## src/rtl/id_ex_stage_if.sv

```systemverilog
// ID/EX boundary bundle: decoder/regfile side in, EX-facing registered side out.
// master = upstream/downstream environment, slave = the id_ex_stage register.
interface id_ex_stage_if #(
    parameter int DATA_W = 32,
    parameter int REG_AW = 5
);
    logic [31:0]       Instruction_ID;
    logic [DATA_W-1:0] PC4_ID;
    logic [DATA_W-1:0] ReadData1_ID;
    logic [DATA_W-1:0] ReadData2_ID;
    logic              RegWrite_ID;
    logic              MemtoReg_ID;
    logic              Branch_ID;
    logic              MemRead_ID;
    logic              MemWrite_ID;
    logic              RegDst_ID;
    logic              ALUSrc_ID;
    logic [1:0]        ALUOp_ID;
    logic              Valid_ID;
    logic              Stall_EX;
    logic              Flush_EX;

    logic              RegWrite_EX;
    logic              MemtoReg_EX;
    logic              Branch_EX;
    logic              MemRead_EX;
    logic              MemWrite_EX;
    logic              RegDst_EX;
    logic              ALUSrc_EX;
    logic [1:0]        ALUOp_EX;
    logic [DATA_W-1:0] ReadData1_EX;
    logic [DATA_W-1:0] ReadData2_EX;
    logic [DATA_W-1:0] PC4_EX;
    logic [DATA_W-1:0] SignExt_EX;
    logic [REG_AW-1:0] Rs_EX;
    logic [REG_AW-1:0] Rt_EX;
    logic [REG_AW-1:0] Rd_EX;
    logic [5:0]        Funct_EX;
    logic              Valid_EX;
    logic              Stall_ID;

    modport master (
        output Instruction_ID, PC4_ID, ReadData1_ID, ReadData2_ID,
        output RegWrite_ID, MemtoReg_ID, Branch_ID, MemRead_ID,
        output MemWrite_ID, RegDst_ID, ALUSrc_ID, ALUOp_ID,
        output Valid_ID, Stall_EX, Flush_EX,
        input  RegWrite_EX, MemtoReg_EX, Branch_EX, MemRead_EX,
        input  MemWrite_EX, RegDst_EX, ALUSrc_EX, ALUOp_EX,
        input  ReadData1_EX, ReadData2_EX, PC4_EX, SignExt_EX,
        input  Rs_EX, Rt_EX, Rd_EX, Funct_EX, Valid_EX, Stall_ID
    );

    modport slave (
        input  Instruction_ID, PC4_ID, ReadData1_ID, ReadData2_ID,
        input  RegWrite_ID, MemtoReg_ID, Branch_ID, MemRead_ID,
        input  MemWrite_ID, RegDst_ID, ALUSrc_ID, ALUOp_ID,
        input  Valid_ID, Stall_EX, Flush_EX,
        output RegWrite_EX, MemtoReg_EX, Branch_EX, MemRead_EX,
        output MemWrite_EX, RegDst_EX, ALUSrc_EX, ALUOp_EX,
        output ReadData1_EX, ReadData2_EX, PC4_EX, SignExt_EX,
        output Rs_EX, Rt_EX, Rd_EX, Funct_EX, Valid_EX, Stall_ID
    );
endinterface

```

## src/rtl/id_ex_stage.sv

```systemverilog
// MIPS32 ID/EX pipeline register with hold, flush-to-bubble and valid tag.
// Define ID_EX_LOADUSE_EN to add load-use hazard detection and ID stall.
module id_ex_stage #(
    parameter int DATA_W = 32,
    parameter int REG_AW = 5
) (
    input logic         clk,
    input logic         rst_n,
    id_ex_stage_if.slave bus
);
    typedef struct packed {
        logic              reg_write;
        logic              mem_to_reg;
        logic              branch;
        logic              mem_read;
        logic              mem_write;
        logic              reg_dst;
        logic              alu_src;
        logic [1:0]        alu_op;
        logic [DATA_W-1:0] rd1;
        logic [DATA_W-1:0] rd2;
        logic [DATA_W-1:0] pc4;
        logic [DATA_W-1:0] sext;
        logic [REG_AW-1:0] rs;
        logic [REG_AW-1:0] rt;
        logic [REG_AW-1:0] rd;
        logic [5:0]        funct;
        logic              valid;
    } ex_t;

    ex_t  ex_q;
    ex_t  ex_d;
    ex_t  cap;
    logic hazard;

    logic [REG_AW-1:0] rs_id;
    logic [REG_AW-1:0] rt_id;
    logic [REG_AW-1:0] rd_id;
    logic [15:0]       imm_id;

    assign rs_id  = bus.Instruction_ID[21 +: REG_AW];
    assign rt_id  = bus.Instruction_ID[16 +: REG_AW];
    assign rd_id  = bus.Instruction_ID[11 +: REG_AW];
    assign imm_id = bus.Instruction_ID[15:0];

    // AND-gating forces 0 even when the decoder leaves a don't-care as X
    always_comb begin
        logic vld;
        logic rw;
        cap        = '0;
        vld        = bus.Valid_ID;
        rw         = vld & bus.RegWrite_ID;
        cap.valid      = vld;
        cap.reg_write  = rw;
        cap.mem_to_reg = rw & bus.MemtoReg_ID;
        cap.reg_dst    = rw & bus.RegDst_ID;
        cap.branch     = vld & bus.Branch_ID;
        cap.mem_read   = vld & bus.MemRead_ID;
        cap.mem_write  = vld & bus.MemWrite_ID;
        cap.alu_src    = vld & bus.ALUSrc_ID;
        cap.alu_op     = {2{vld}} & bus.ALUOp_ID;
        cap.rd1        = bus.ReadData1_ID;
        cap.rd2        = bus.ReadData2_ID;
        cap.pc4        = bus.PC4_ID;
        cap.sext       = {{(DATA_W-16){imm_id[15]}}, imm_id};
        cap.rs         = rs_id;
        cap.rt         = rt_id;
        cap.rd         = rd_id;
        cap.funct      = bus.Instruction_ID[5:0];
    end

`ifdef ID_EX_LOADUSE_EN
    logic [5:0] opcode_id;
    logic       rt_read;
    logic       match;

    assign opcode_id = bus.Instruction_ID[31:26];

    // R-type, SW and BEQ are the opcodes that actually read rt
    always_comb begin
        rt_read = (opcode_id == 6'b000000)
                | (opcode_id == 6'b101011)
                | (opcode_id == 6'b000100);
        match   = (ex_q.rt == rs_id)
                | ((ex_q.rt == rt_id) & rt_read);
        hazard  = ex_q.valid & ex_q.mem_read & ex_q.reg_write
                & (ex_q.rt != '0) & bus.Valid_ID & match;
    end
`else
    logic unused_opcode;
    assign unused_opcode = ^bus.Instruction_ID[31:26];
    assign hazard        = 1'b0;
`endif

    always_comb begin
        ex_d = ex_q;
        priority case (1'b1)
            bus.Flush_EX: ex_d = '0;
            bus.Stall_EX: ex_d = ex_q;
            hazard:       ex_d = '0;
            default:      ex_d = cap;
        endcase
    end

    always_ff @(posedge clk or negedge rst_n) begin
        if (!rst_n) begin
            ex_q <= '0;
        end else begin
            ex_q <= ex_d;
        end
    end

    assign bus.RegWrite_EX  = ex_q.reg_write;
    assign bus.MemtoReg_EX  = ex_q.mem_to_reg;
    assign bus.Branch_EX    = ex_q.branch;
    assign bus.MemRead_EX   = ex_q.mem_read;
    assign bus.MemWrite_EX  = ex_q.mem_write;
    assign bus.RegDst_EX    = ex_q.reg_dst;
    assign bus.ALUSrc_EX    = ex_q.alu_src;
    assign bus.ALUOp_EX     = ex_q.alu_op;
    assign bus.ReadData1_EX = ex_q.rd1;
    assign bus.ReadData2_EX = ex_q.rd2;
    assign bus.PC4_EX       = ex_q.pc4;
    assign bus.SignExt_EX   = ex_q.sext;
    assign bus.Rs_EX        = ex_q.rs;
    assign bus.Rt_EX        = ex_q.rt;
    assign bus.Rd_EX        = ex_q.rd;
    assign bus.Funct_EX     = ex_q.funct;
    assign bus.Valid_EX     = ex_q.valid;
    assign bus.Stall_ID     = rst_n & (bus.Stall_EX | hazard);
endmodule

```

## src/flat_wrapper.sv

```systemverilog
// flat-port wrapper written by rule: the top's interface ports become plain ports
module id_ex_stage_flat 
#(
    parameter int DATA_W = 32,
    parameter int REG_AW = 5
)
  (clk, rst_n, bus_Instruction_ID, bus_PC4_ID, bus_ReadData1_ID, bus_ReadData2_ID, bus_RegWrite_ID, bus_MemtoReg_ID, bus_Branch_ID, bus_MemRead_ID, bus_MemWrite_ID, bus_RegDst_ID, bus_ALUSrc_ID, bus_ALUOp_ID, bus_Valid_ID, bus_Stall_EX, bus_Flush_EX, bus_RegWrite_EX, bus_MemtoReg_EX, bus_Branch_EX, bus_MemRead_EX, bus_MemWrite_EX, bus_RegDst_EX, bus_ALUSrc_EX, bus_ALUOp_EX, bus_ReadData1_EX, bus_ReadData2_EX, bus_PC4_EX, bus_SignExt_EX, bus_Rs_EX, bus_Rt_EX, bus_Rd_EX, bus_Funct_EX, bus_Valid_EX, bus_Stall_ID);
  id_ex_stage_if #(.DATA_W(DATA_W), .REG_AW(REG_AW)) bus_i ();
  input logic clk;
  input logic rst_n;
  input wire logic [$bits(bus_i.Instruction_ID)-1:0] bus_Instruction_ID;
  input wire logic [$bits(bus_i.PC4_ID)-1:0] bus_PC4_ID;
  input wire logic [$bits(bus_i.ReadData1_ID)-1:0] bus_ReadData1_ID;
  input wire logic [$bits(bus_i.ReadData2_ID)-1:0] bus_ReadData2_ID;
  input wire logic [$bits(bus_i.RegWrite_ID)-1:0] bus_RegWrite_ID;
  input wire logic [$bits(bus_i.MemtoReg_ID)-1:0] bus_MemtoReg_ID;
  input wire logic [$bits(bus_i.Branch_ID)-1:0] bus_Branch_ID;
  input wire logic [$bits(bus_i.MemRead_ID)-1:0] bus_MemRead_ID;
  input wire logic [$bits(bus_i.MemWrite_ID)-1:0] bus_MemWrite_ID;
  input wire logic [$bits(bus_i.RegDst_ID)-1:0] bus_RegDst_ID;
  input wire logic [$bits(bus_i.ALUSrc_ID)-1:0] bus_ALUSrc_ID;
  input wire logic [$bits(bus_i.ALUOp_ID)-1:0] bus_ALUOp_ID;
  input wire logic [$bits(bus_i.Valid_ID)-1:0] bus_Valid_ID;
  input wire logic [$bits(bus_i.Stall_EX)-1:0] bus_Stall_EX;
  input wire logic [$bits(bus_i.Flush_EX)-1:0] bus_Flush_EX;
  output wire logic [$bits(bus_i.RegWrite_EX)-1:0] bus_RegWrite_EX;
  output wire logic [$bits(bus_i.MemtoReg_EX)-1:0] bus_MemtoReg_EX;
  output wire logic [$bits(bus_i.Branch_EX)-1:0] bus_Branch_EX;
  output wire logic [$bits(bus_i.MemRead_EX)-1:0] bus_MemRead_EX;
  output wire logic [$bits(bus_i.MemWrite_EX)-1:0] bus_MemWrite_EX;
  output wire logic [$bits(bus_i.RegDst_EX)-1:0] bus_RegDst_EX;
  output wire logic [$bits(bus_i.ALUSrc_EX)-1:0] bus_ALUSrc_EX;
  output wire logic [$bits(bus_i.ALUOp_EX)-1:0] bus_ALUOp_EX;
  output wire logic [$bits(bus_i.ReadData1_EX)-1:0] bus_ReadData1_EX;
  output wire logic [$bits(bus_i.ReadData2_EX)-1:0] bus_ReadData2_EX;
  output wire logic [$bits(bus_i.PC4_EX)-1:0] bus_PC4_EX;
  output wire logic [$bits(bus_i.SignExt_EX)-1:0] bus_SignExt_EX;
  output wire logic [$bits(bus_i.Rs_EX)-1:0] bus_Rs_EX;
  output wire logic [$bits(bus_i.Rt_EX)-1:0] bus_Rt_EX;
  output wire logic [$bits(bus_i.Rd_EX)-1:0] bus_Rd_EX;
  output wire logic [$bits(bus_i.Funct_EX)-1:0] bus_Funct_EX;
  output wire logic [$bits(bus_i.Valid_EX)-1:0] bus_Valid_EX;
  output wire logic [$bits(bus_i.Stall_ID)-1:0] bus_Stall_ID;
  assign bus_i.Instruction_ID = bus_Instruction_ID;
  assign bus_i.PC4_ID = bus_PC4_ID;
  assign bus_i.ReadData1_ID = bus_ReadData1_ID;
  assign bus_i.ReadData2_ID = bus_ReadData2_ID;
  assign bus_i.RegWrite_ID = bus_RegWrite_ID;
  assign bus_i.MemtoReg_ID = bus_MemtoReg_ID;
  assign bus_i.Branch_ID = bus_Branch_ID;
  assign bus_i.MemRead_ID = bus_MemRead_ID;
  assign bus_i.MemWrite_ID = bus_MemWrite_ID;
  assign bus_i.RegDst_ID = bus_RegDst_ID;
  assign bus_i.ALUSrc_ID = bus_ALUSrc_ID;
  assign bus_i.ALUOp_ID = bus_ALUOp_ID;
  assign bus_i.Valid_ID = bus_Valid_ID;
  assign bus_i.Stall_EX = bus_Stall_EX;
  assign bus_i.Flush_EX = bus_Flush_EX;
  assign bus_RegWrite_EX = bus_i.RegWrite_EX;
  assign bus_MemtoReg_EX = bus_i.MemtoReg_EX;
  assign bus_Branch_EX = bus_i.Branch_EX;
  assign bus_MemRead_EX = bus_i.MemRead_EX;
  assign bus_MemWrite_EX = bus_i.MemWrite_EX;
  assign bus_RegDst_EX = bus_i.RegDst_EX;
  assign bus_ALUSrc_EX = bus_i.ALUSrc_EX;
  assign bus_ALUOp_EX = bus_i.ALUOp_EX;
  assign bus_ReadData1_EX = bus_i.ReadData1_EX;
  assign bus_ReadData2_EX = bus_i.ReadData2_EX;
  assign bus_PC4_EX = bus_i.PC4_EX;
  assign bus_SignExt_EX = bus_i.SignExt_EX;
  assign bus_Rs_EX = bus_i.Rs_EX;
  assign bus_Rt_EX = bus_i.Rt_EX;
  assign bus_Rd_EX = bus_i.Rd_EX;
  assign bus_Funct_EX = bus_i.Funct_EX;
  assign bus_Valid_EX = bus_i.Valid_EX;
  assign bus_Stall_ID = bus_i.Stall_ID;
  id_ex_stage #(.DATA_W(DATA_W), .REG_AW(REG_AW)) u_core (.clk(clk), .rst_n(rst_n), .bus(bus_i));
endmodule
```

## config.mk

```make
export PLATFORM = sky130hd
export DESIGN_NAME = id_ex_stage_flat
export DESIGN_NICKNAME = d
export VERILOG_FILES = /design/src/rtl/id_ex_stage_if.sv /design/src/rtl/id_ex_stage.sv /design/src/flat_wrapper.sv
export SDC_FILE = /design/constraint.sdc
export NUM_CORES = 1
export LEC_CHECK = 0
export CORE_MARGIN = 2
export CORE_UTILIZATION = 41
export CTS_BUF_LIST = sky130_fd_sc_hd__clkbuf_4 sky130_fd_sc_hd__clkbuf_8
export DETAILED_ROUTE_END_ITERATION = 12
export HOLD_SLACK_MARGIN = 0.1
export PLACE_DENSITY = 0.84
export SETUP_SLACK_MARGIN = 0.02
export SYNTH_ARGS = -nofsm -noshare
export SYNTH_HDL_FRONTEND = slang
export SYNTH_SLANG_ARGS = --single-unit
```

## constraint.sdc

```tcl
create_clock -name clk -period 1.8 [get_ports clk]
set_clock_uncertainty 0.2 [all_clocks]
set_input_delay 0.45 -clock clk [delete_from_list [all_inputs] [get_ports clk]]
set_output_delay 0.45 -clock clk [all_outputs]
set_load 0.03 [all_outputs]
```

==> results.toml <==
[pwr]
combPwrFrac_pct = 20.4
internal_power_w = 0.00519
p_sw_share_pct = 28.3
p_leak_nw = 4.43
clkPwrFrac_pct = 35.2
switchingPower_w = 0.00205
power_frac_seq_pct = 44.4
ir_worst_vdd_v = 0.000590
power.density_mw_per_mm2 = 878

[critical_path]
r2r_setup_slack_ns = 0.76
slowest_delay_ns = 0.38
crit_fanout = 19
path_delay_family = "flip-flops"
worstPathRequired_ns = 1.15
worstReg2RegEnd = "u_core.bus.SignExt_EX[30]"
worst-setup-path-type = "reg -> out"
endpoint_kind = "output pin"
startpoint_type = "flip-flop"
cp_slowest_cell = "dfrtp_1"
crit_buf_inv = 2
r2r-start = "u_core.bus.SignExt_EX[30]"
rr_worst_depth = 3
arrival_ns = 1.14
worstPathCellList = "buf_8, buf_4"

[placed_design]
dp_hpwl_microns = 11600
placed_cells = 891
gp_congestion = 0.734
io_buffers = 295

[cts]
clk_latency_ns = 0.43
cts-root-buf = "clkbuf_8"
cts_buffers = 17
cts_max_path_buffers = 2
h-tree-depth = 4
path_clk_slew_ns = 0.07
tritoncts = "built"
clock_sinks = 132

[detailed_routing]
via_count = 4377
wl_per_cell_microns = 17.0
ant_nets = 0
routed_wl_microns = 15700
first_pass_iters = 4
met2_length_microns = 7980
met3_length_microns = 1520
drc = 0
route.top_layer_used = "met4"
vias_per_cell = 4.74
wl_met1_microns = 5830
first_iter_violations = 252

[global_routing]
grt_usage_pct = 21.7
grt_max_degree = 133
grt-ovfl-total = 0
antenna_found_initial = 1
grt_pass1_wl_microns = 24600
grt_pass1_vias = 4772

[floorplanning]
dieHeight_microns = 121
start_util_pct = 42.2
rows = 42
design.core.area_sq_mm = 0.0133
fp.dieArea_sq_mm = 0.0147
fp.dieW_microns = 121
ios = 302

[sta]
min_period_ns = 1.79
finalMaxSlewViolations = 0
rsz0062_at_grt = "true"
max_freq_mhz = 558
hold_violations = 0
finalSetupViolations = 0
tightest_slew_ns = 0.688
relSlewSlack_pct = 54.1
finalCritPeriodShare_pct = 99.6
whs_ns = 0.254

[synth]
yosysWarnings = 0
synth_top_family_by_area = "multiplexers"
synth_compound_area_share_pct = 0.799
ys_seq_elements = 132
netlist.top_cell.by_area = "dfrtp_1"
synth_cell_types = 15
yosysTopAreaCellShare_pct = 58.6
synthCells = 465
synth_simple_gate_area_share_pct = 10.1
synth_nets = 607
avgSynthCellArea_sq_um = 12.1
synth-xor-area-share_pct = 0
syn-cell-area_sq_mm = 0.00563
seq_area_frac_synth_pct = 58.6
synth_fa_ha_area_share_pct = 0
synthMuxAreaShare_pct = 21.9
synth.area.top_cells = "dfrtp_1, mux2i_1, nor2_1, buf_4, buf_12"

[hold_path]
hold_path.startpoint = "bus_Stall_EX"
min_to = "u_core.bus.RegWrite_EX"
holdCritPathClass = "in -> reg"
hold_depth = 4

[flow_run]
drv_cap = 0

[run_status]
outcome = "complete, no violations"

[cells_and_area]
drive_above_1_share_pct = 28.0
final_cells = 924
nFillCells = 1152
multi_input_area_sq_mm = 0.00185
num-nets-final = 877
regArea_sq_mm = 0.00330
area_delta_synth_final_pct = 46.5
[registers in the layout, indices dropped and copies added (netlist names)]
signal / count
u_core.bus.SignExt_EX: 7
u_core.bus.ALUOp_EX: 2
u_core.bus.Branch_EX: 1
u_core.bus.Rs_EX: 5
u_core.bus.MemRead_EX: 1
u_core.bus.Rd_EX: 4
u_core.bus.RegDst_EX: 1
u_core.bus.ReadData1_EX: 32
u_core.bus.Rt_EX: 5
u_core.bus.PC4_EX: 32
u_core.bus.Valid_EX: 1
u_core.bus.RegWrite_EX: 1
u_core.bus.Funct_EX: 5
u_core.bus.ALUSrc_EX: 1
u_core.bus.MemtoReg_EX: 1
u_core.bus.MemWrite_EX: 1
u_core.bus.ReadData2_EX: 32
[cell usage after synthesis]
library cell and count:
dfrtp_1 132, nor2_1 123, buf_2 4, buf_1 3
buf_8 1, nand2_1 9, buf_12 7, a21oi_1 9
buf_6 1, and2_1 1, nand3b_1 7, buf_4 33
clkbuf_1 10, mux2i_1 123, nand4b_1 2
[layout by cell type, fill, tap and decap left out, types with 7 or more instances in the layout]
master	count
nand3b_1	7
nand2_1	9
buf_4	24
mux2i_1	123
buf_2	139
buf_12	12
clkbuf_8	18
clkdlybuf4s50_1	132
a21oi_1	9
nor2_1	123
dfrtp_1	132
[area by class of cell]
cell class	instances	area share (%)
multi-input combinational	274	22.4
sequential	132	40.0
clock buffer	21	3.28
clock inverter	10	1.61
timing repair buffer	310	30.0
tap	176	2.67
antenna	1	0.0303
[worst max-delay path by stage]
stage,from,endpoint,slack (ns),depth (start not counted)
3_3_place_gp,bus_Valid_ID,u_core.bus.RegWrite_EX,0.09,4
2_1_floorplan,bus_Stall_EX,bus_Stall_ID,0.05,4
3_5_place_dp,bus_Valid_ID,u_core.bus.RegDst_EX,0.09,4
6_report,u_core.bus.SignExt_EX[30],bus_SignExt_EX[26],0.007,2
4_1_cts,u_core.bus.SignExt_EX[30],bus_SignExt_EX[31],-0.03,2
5_1_grt,u_core.bus.SignExt_EX[30],bus_SignExt_EX[25],-0.05,2
[layer usage]
metal	up-vias	GRT usage [%]
li1	2051	-
met1	2100	24.4
met2	195	36.9
met3	31	8.83
met4	0	8.48
met5	-	0
[cell families (layout without fill, tap and decap cells)]
| kind of cell | Yosys count | after routing |
|---|---|---|
| AOI/OAI and AO/OA | 9 | 9 |
| DFF | 132 | 132 |
| buffers and inverters | 59 | 341 |
| and+or+nand+nor | 142 | 142 |
| muxes | 123 | 123 |
| other | 0 | 1 |
[metrics by stage]
stage / power (W) / setup WS, ns / setup TNS, ns / cell area [sq um] / util [%]
detailed placement: 0.00493 / 0.0889 / 0 / 8520 / 63.9
global placement: 0.00488 / 0.0852 / 0 / 8520 / 63.9
floorplan: 0.00412 / 0.0455 / 0 / 5640 / -
finish: 0.00724 / 0.00747 / 0 / 8250 / 61.8
CTS: 0.00733 / -0.0296 / -0.513 / 8330 / 62.4
global route: 0.00754 / -0.0528 / -0.932 / 8250 / 61.8
[what timing repair did]
item                                    CTS  global route
setup buffers                             0             0
endpoints found under the hold margin   132             0
endpoints found under the setup margin  157            31
gates resized for setup                 670            27
hold buffers                              1             0
[worst reg2reg max path: stages (launching register included)]
cell	delay [ns]
dfrtp_1	0.38
buf_8	0.15
mux2i_1	0.14
nor2_1	0.05
[power groups by stage]
stage | combinational [W] | sequential (W) | clock [W]
after floorplan | 0.000516 | 0.00360 | 0
after global placement | 0.00162 | 0.00326 | 0
after detailed placement | 0.00165 | 0.00328 | 0
after CTS | 0.00151 | 0.00322 | 0.00261
after global routing | 0.00157 | 0.00323 | 0.00273
final | 0.00148 | 0.00321 | 0.00255
(Power assumes the default switching activity.)
